--- config.mk ---
export PLATFORM = sky130hd
export DESIGN_NAME = axi4s_packet_framer
export DESIGN_NICKNAME = d
export VERILOG_FILES = /design/src/rtl/axi4s_packet_framer_pkg.sv /design/src/rtl/axi4s_packet_framer.sv
export SDC_FILE = /design/constraint.sdc
export NUM_CORES = 1
export LEC_CHECK = 0
export CAP_MARGIN = 10
export CORE_MARGIN = 4
export CORE_UTILIZATION = 34
export DETAILED_ROUTE_END_ITERATION = 10
export HOLD_SLACK_MARGIN = 0.08
export PLACE_DENSITY_LB_ADDON = 0.3
export SLEW_MARGIN = 40
export SYNTH_ARGS = -nofsm -noshare
export SYNTH_HDL_FRONTEND = slang
export SYNTH_SLANG_ARGS = --single-unit
--- constraint.sdc ---
create_clock -name clk -period 2.2 [get_ports clk]
set_input_delay 0.66 -clock clk [delete_from_list [all_inputs] [get_ports clk]]
set_output_delay 0.66 -clock clk [all_outputs]
set_load 0.01 [all_outputs]
--- src/rtl/axi4s_packet_framer_pkg.sv ---
// Shared types and length helpers for axi4s_packet_framer and its benches.
// Lengths are passed as 32-bit values and the shift as log2(bytes per word).
package axi4s_packet_framer_pkg;

    typedef enum logic [0:0] {
        IDLE = 1'b0,
        DATA = 1'b1
    } state_t;

    // ceil(len / 2^sh), computed one bit wider so the round-up add cannot wrap
    function automatic logic [31:0] len2words(input logic [31:0] len, input int unsigned sh);
        logic [32:0] sum;
        sum = {1'b0, len} + ((33'd1 << sh) - 33'd1);
        return 32'(sum >> sh);
    endfunction

    function automatic logic [31:0] len2trailing(input logic [31:0] len, input int unsigned sh);
        return len & ((32'd1 << sh) - 32'd1);
    endfunction

endpackage

--- src/rtl/axi4s_packet_framer.sv ---
// Frames an unframed AXI4-Stream byte stream into packets using a separate length channel.
// Optional one-entry length prefetch: define AXI4S_PACKET_FRAMER_LEN_PREFETCH_EN.
module axi4s_packet_framer
    import axi4s_packet_framer_pkg::*;
#(
    parameter int DATA_WIDTH     = 64,
    parameter int LEN_WIDTH      = 16,
    parameter int TRAILING_WIDTH = $clog2(DATA_WIDTH / 8)
) (
    input  logic                      clk,
    input  logic                      rst,
    input  logic [LEN_WIDTH-1:0]      len_tdata,
    input  logic                      len_tvalid,
    output logic                      len_tready,
    input  logic [DATA_WIDTH-1:0]     i_tdata,
    input  logic                      i_tvalid,
    output logic                      i_tready,
    output logic [DATA_WIDTH-1:0]     o_tdata,
    output logic [TRAILING_WIDTH-1:0] o_tuser,
    output logic                      o_tlast,
    output logic                      o_tvalid,
    input  logic                      o_tready,
    output logic                      err_zero_len
);

    localparam int BYTES  = DATA_WIDTH / 8;
    localparam int SH     = $clog2(BYTES);
    localparam int WCNT_W = LEN_WIDTH - SH + 1;

    state_t                    state, state_nxt;
    logic [WCNT_W-1:0]         words_left, words_left_nxt;
    logic [TRAILING_WIDTH-1:0] trail, trail_nxt;
    logic                      err_nxt;

    logic                      in_data;
    logic                      len_hs;
    logic                      out_hs;
    logic                      last_hs;
    logic [LEN_WIDTH-1:0]      ld_len;
    logic [WCNT_W-1:0]         ld_words;
    logic [TRAILING_WIDTH-1:0] ld_trail;

`ifdef AXI4S_PACKET_FRAMER_LEN_PREFETCH_EN
    logic                 pend_valid, pend_valid_nxt;
    logic [LEN_WIDTH-1:0] pend_len, pend_len_nxt;

    assign len_tready = !rst && !pend_valid;
    assign ld_len     = pend_valid ? pend_len : len_tdata;
`else
    assign len_tready = !rst && (state == IDLE);
    assign ld_len     = len_tdata;
`endif

    // Payload is a straight wire while a packet is open; nothing moves otherwise.
    assign in_data  = (state == DATA);
    assign o_tdata  = i_tdata;
    assign o_tvalid = in_data && i_tvalid;
    assign i_tready = in_data && o_tready;
    assign o_tlast  = in_data && (words_left == WCNT_W'(1));
    assign o_tuser  = o_tlast ? trail : '0;

    assign len_hs   = len_tvalid && len_tready;
    assign out_hs   = o_tvalid && o_tready;
    assign last_hs  = out_hs && o_tlast;

    assign ld_words = WCNT_W'(len2words(32'(ld_len), SH));
    assign ld_trail = TRAILING_WIDTH'(len2trailing(32'(ld_len), SH));

    always_comb begin
        state_nxt      = state;
        words_left_nxt = words_left;
        trail_nxt      = trail;
        err_nxt        = 1'b0;
`ifdef AXI4S_PACKET_FRAMER_LEN_PREFETCH_EN
        pend_valid_nxt = pend_valid;
        pend_len_nxt   = pend_len;
`endif
        case (state)
            IDLE: begin
                if (len_hs) begin
                    if (len_tdata == '0) begin
                        err_nxt = 1'b1;
                    end else begin
                        state_nxt      = DATA;
                        words_left_nxt = ld_words;
                        trail_nxt      = ld_trail;
                    end
                end
            end
            DATA: begin
                if (out_hs) begin
                    words_left_nxt = words_left - WCNT_W'(1);
                end
`ifdef AXI4S_PACKET_FRAMER_LEN_PREFETCH_EN
                if (len_hs) begin
                    pend_valid_nxt = 1'b1;
                    pend_len_nxt   = len_tdata;
                end
                // A descriptor captured in this very cycle chains just like a stored one.
                if (last_hs) begin
                    if (pend_valid || len_hs) begin
                        pend_valid_nxt = 1'b0;
                        if (ld_len == '0) begin
                            err_nxt   = 1'b1;
                            state_nxt = IDLE;
                        end else begin
                            words_left_nxt = ld_words;
                            trail_nxt      = ld_trail;
                        end
                    end else begin
                        state_nxt = IDLE;
                    end
                end
`else
                if (last_hs) begin
                    state_nxt = IDLE;
                end
`endif
            end
            default: state_nxt = IDLE;
        endcase
    end

    always_ff @(posedge clk) begin
        if (rst) begin
            state        <= IDLE;
            words_left   <= '0;
            trail        <= '0;
            err_zero_len <= 1'b0;
`ifdef AXI4S_PACKET_FRAMER_LEN_PREFETCH_EN
            pend_valid   <= 1'b0;
            pend_len     <= '0;
`endif
        end else begin
            state        <= state_nxt;
            words_left   <= words_left_nxt;
            trail        <= trail_nxt;
            err_zero_len <= err_nxt;
`ifdef AXI4S_PACKET_FRAMER_LEN_PREFETCH_EN
            pend_valid   <= pend_valid_nxt;
            pend_len     <= pend_len_nxt;
`endif
        end
    end

endmodule

; Word-level counts from Yosys, hierarchy flattened
; Index checks and enable logic that the tools add are counted.
[word_totals]
register_bits = 19
inputBits = 85
output_inout_bits = 72
word_cells = 35
[op_classes]
addsub = 2
eq_ne = 4
n_mux = 10
n_bitwise = 3
n_reduce_logical = 12
[op_table]
columns = operator, n
row1 = 14-bit two-way mux, 3
row2 = 14-bit one-hot mux with 2 select lines, 1
row3 = 16-bit by 3-bit adder with 17-bit output (second input constant), 1
row4 = 16-bit logical NOT, 1
row5 = 14-bit by 1-bit == test with 1-bit output (second input constant), 1
row6 = 14-bit by 1-bit subtractor with 14-bit output (second input constant), 1
row7 = 1-bit logical AND, 7
row8 = 3-bit AND reduction, 2
row9 = 1-bit two-way mux, 4
row10 = 2-bit inequality test (second input constant), 2
row11 = 3-bit two-way mux, 1
row12 = 1-bit inverter, 3
row13 = 3-bit OR reduction, 1
row14 = 2-bit by 1-bit inequality test with 1-bit output (second input constant), 1
row15 = 1-bit one-hot mux with 2 select lines, 1
row16 = 1-bit logical NOT, 1

; Logic depth before layout (Yosys ltp)
[depth]
depth_word = 5
mapped_depth = 8
depth_no_buf = 8

; Worst setup path before layout
; Ideal clock, no wire load.
[synth_timing]
path_type = register to output
from = reg words_left[8]
to = out o_tuser[0]
arrival_time_ns = 1.731
required_time_ns = 1.540
path_slack_ns = -0.191
stages_incl_launch_ff = 5
path_buffers = 0
cell_sequence = dfxtp_1 nor4_1 nand2_1 nor4_1 and2_1
[synth_between]
elab_chain_cells = 3
[synth_lines]
columns = element, line_no
row1 = "start, declared", axi4s_packet_framer.sv:31  ; logic [WCNT_W-1:0] words_left, words_left_nxt;
row2 = "start signal, assigned", axi4s_packet_framer.sv:136  ; words_left <= words_left_nxt;
row3 = 14-bit by 1-bit == test with 1-bit output, axi4s_packet_framer.sv:59  ; assign o_tlast = in_data && (words_left == WCNT_W'(1));
row4 = 1-bit logical AND, axi4s_packet_framer.sv:59
row5 = net o_tlast, axi4s_packet_framer.sv:20  ; output logic o_tlast,
row6 = 3-bit two-way mux, axi4s_packet_framer.sv:60  ; assign o_tuser = o_tlast ? trail : '0;
row7 = "end, declared", axi4s_packet_framer.sv:19  ; output logic [TRAILING_WIDTH-1:0] o_tuser,
; The timed path passes the listed nets, and every way through them passes these cells.

; Worst setup path in the final report
[layout_timing]
from = reg words_left[8]
to = out o_tuser[2]
[layout_between]
elab_chain_cells = 3
[layout_lines]
columns = element, line_no
row1 = 14-bit by 1-bit == test with 1-bit output, axi4s_packet_framer.sv:59
row2 = 1-bit logical AND, axi4s_packet_framer.sv:59
row3 = 3-bit two-way mux, axi4s_packet_framer.sv:60
; Every way passes these cells.

==> out/qor.yml <==
outcome: "complete, but fails checks"
failed_checks: "negative setup slack"
leakage_nw: 1.053
peakVddDrop_mv: 0.2754
synth_top_cells_by_area: "buf_4 25%, dfxtp_1 19%, nand2_1 5.2%"
htreeDepth: 1
wirelength_um: 5064
seqPwrFrac_pct: 32.4
grt_usage_pct: 13.54
critPathSlowestCell: "dfxtp_2"
setup_tns_ns: -0.8636
syn-cell-area_um2: 1953
syn_inst: 252
use_met1_pct: 16.97
seq_area_frac_synth_pct: 19.47
die_w_um: 83.79
min_period_over_period_pct: 109.5
syn-num-nets: 339
port_buffers: 28
cp-start-kind: "flip-flop"
grt_max_degree: 34
syn_avg_cell_area_um2: 7.750
syn_to_final_growth_pct: 34.40
die_h_um: 83.79
switching_share_pct: 33.64
fmax_mhz: 415.1
clk_pin_slew_ns: 0.09
met2_usage_pct: 21.91
end_kind: "output pin"
synth_cell_types: 47
cts-root-buf: "clkbuf_8"
drive_gt1_share_pct: 46.93
dp_hpwl_um: 3449
path_class: "flip-flop to output pin"
post_drt_via_cell_ratio: 5.011
synth.top_cell.area_share_pct: 24.98
fin_ws_ns: -0.2091
worst_slew_pin_slew_ns: 0.3506
p_int_mw: 0.7866
switching_power_mw: 0.3987
finalCriticalPeriod_ns: 2.409
synthXorXnorAreaFrac_pct: 5.830
cts_tree: "built"
final_cells: 349
p_comb_share_pct: 45.7
synth_compound_area_share_pct: 17.17
grt.busiest_layer: "met2"
first_pass_iters: 4
post-place-cells: 331
insertedDiodeCount: 0
slew_viol_final: 0
nNetsFinal: 365
p_clk_share_pct: 21.9
finClkSkew_ns: 0.01584
antenna_found_initial: 0
maxCapViolCount: 0
vias: 1749
hold_ws_ns: 0.4923
power_density_nw_per_um2: 451.5
use_met3_pct: 2.468
ys_seq_elements: 19
core_um2: 5540
drc: 0
setup_viol: 7
rsz0062_at_grt: "true"
grt_pass1_wl_um: 7741
finalHoldViolCount: 0
ios: 157
cts.path.max_buffers: 2
final_common_cell: "buf_4"
cts_sinks: 19
grt_pass1_vias: 1627
path_max_fanout: 4
synth_simple_gate_area_share_pct: 25.82
hold_buffers: 0
grt_overflow: 0
hp-class: "flip-flop to flip-flop"
relSlewSlack_pct: 76.45
die-area_um2: 7021
yosysWarnings: 0
layout_common_cells: "52 x buf_4, 24 x nand2_1, 15 x dfxtp_1"
crit_chain: "nor4_2 -> buf_4 -> nand2_2 -> nor4_2 -> buf_4 -> buf_6 -> and2_4 -> buf_6"
synthMuxAreaShare_pct: 1.537
clkLatencyLatePin_ns: 0.27
drtIter0Drc: 81
max_stage_delay_ns: 0.33
cts_made_buffers: 3
postRouteAntennaNets: 0
arrival_ns: 1.75
cp_top_family: "simple AND/OR/NAND/NOR gates"
path_buf_inv: 4
start_util_pct: 35.25
cp.required_ns: 1.54
synthAdderAreaFrac_pct: 1.281
place.gp.congestion: 0.8182
wl_per_cell_um: 14.51
yosys.area.top_type: "buf_4"
synth_top_family_by_area: "buffers and inverters"
row_count: 27
## synthesized netlist by cell type, drive strengths merged
cell,instances
and3,3
nand2b,3
o311a,1
and4,2
o311ai,1
inv,3
xor2,5
clkbuf,7
ha,2
dfxtp,19
o32ai,1
mux2i,3
or4,3
o21a,1
buf,65
a21oi,16
a211oi,2
nor3,3
nand4,4
nand2,27
or4b,1
o31a,1
a31oi,3
a22oi,3
nor4,6
or3,6
dlygate4sd1,1
nand3,8
nor2,13
xnor2,8
a21o,1
o211ai,4
nor4b,2
or3b,1
and2,6
o21ai,13
o22ai,4
## power groups by stage
stage | registers (mW) | clock network (mW) | logic (mW)
finish | 0.384 | 0.260 | 0.542
global route | 0.386 | 0.279 | 0.585
CTS | 0.382 | 0.269 | 0.473
detailed placement | 0.387 | 0 | 0.423
global placement | 0.386 | 0 | 0.422
floorplan | 0.394 | 0 | 0.326
## sequential cells by signal, summed over array words and instances, names as in the netlist
| signal | flops |
|---|---|
| words_left | 14 |
| trail | 3 |
| err_zero_len | 1 |
| in_data | 1 |
## worst reg2reg max path, stage by stage, from the launching register on
cell	delay, ns
dfxtp_4	0.36
buf_6	0.11
buf_6	0.11
inv_4	0.05
ha_4	0.13
or4b_4	0.48
or3_4	0.40
or3b_4	0.38
o22ai_2	0.13
a211oi_2	0.08
## kinds of logic after synthesis
| kind of cell | after synthesis |
|---|---|
| buf+inv | 76 |
| fa+ha+maj | 2 |
| flops | 19 |
| mux | 3 |
| compound gates | 51 |
| simple gates | 88 |
| xor+xnor | 13 |
## metrics by stage
stage	cell area (µm²)	util, %	setup WS (ns)	power (mW)
global route	2625	47.38	-0.3453	1.250
finish	2625	47.38	-0.2091	1.185
CTS	2430	43.86	-0.2600	1.125
floorplan	1959	-	0.01111	0.7199
detailed placement	2180	39.34	-0.5306	0.8093
global placement	2180	39.34	-0.4554	0.8081
## area by class of cell
cell class / count / area, µm²
Fill cell: 556 / 2915
Multi-Input combinational cell: 157 / 1222
Timing Repair Buffer: 94 / 864.6
Sequential cell: 19 / 387.9
Tap cell: 72 / 90.09
Clock buffer: 3 / 41.29
Inverter: 3 / 13.76
Clock inverter: 1 / 5.005
## path summary, 6_finish.rpt
check	depth (start not counted)	slack (ns)	to	from
min	2	0.49	trail[1]$_SDFFE_PP0P_	trail[1]$_SDFFE_PP0P_
max reg2reg	9	-0.12	words_left[12]$_SDFFE_PP0P_	words_left[0]$_SDFFE_PP0P_
min reg2reg	2	0.49	trail[1]$_SDFFE_PP0P_	trail[1]$_SDFFE_PP0P_
max	8	-0.21	o_tuser[2]	words_left[8]$_SDFFE_PP0P_
## per-layer routing
layer / wire length (µm) / up-vias
met5: 0 / -
met4: 148 / 0
met3: 297 / 25
met2: 2383 / 50
met1: 2234 / 794
li1: - / 880
## repair_timing
item                       in CTS  in global routing
gates cloned                    3                  0
pin swaps                      19                 25
buffers inserted                4                  8
setup endpoints to repair      24                 24
resized for setup              71                 40
Power figures use the tool's default switching activity.
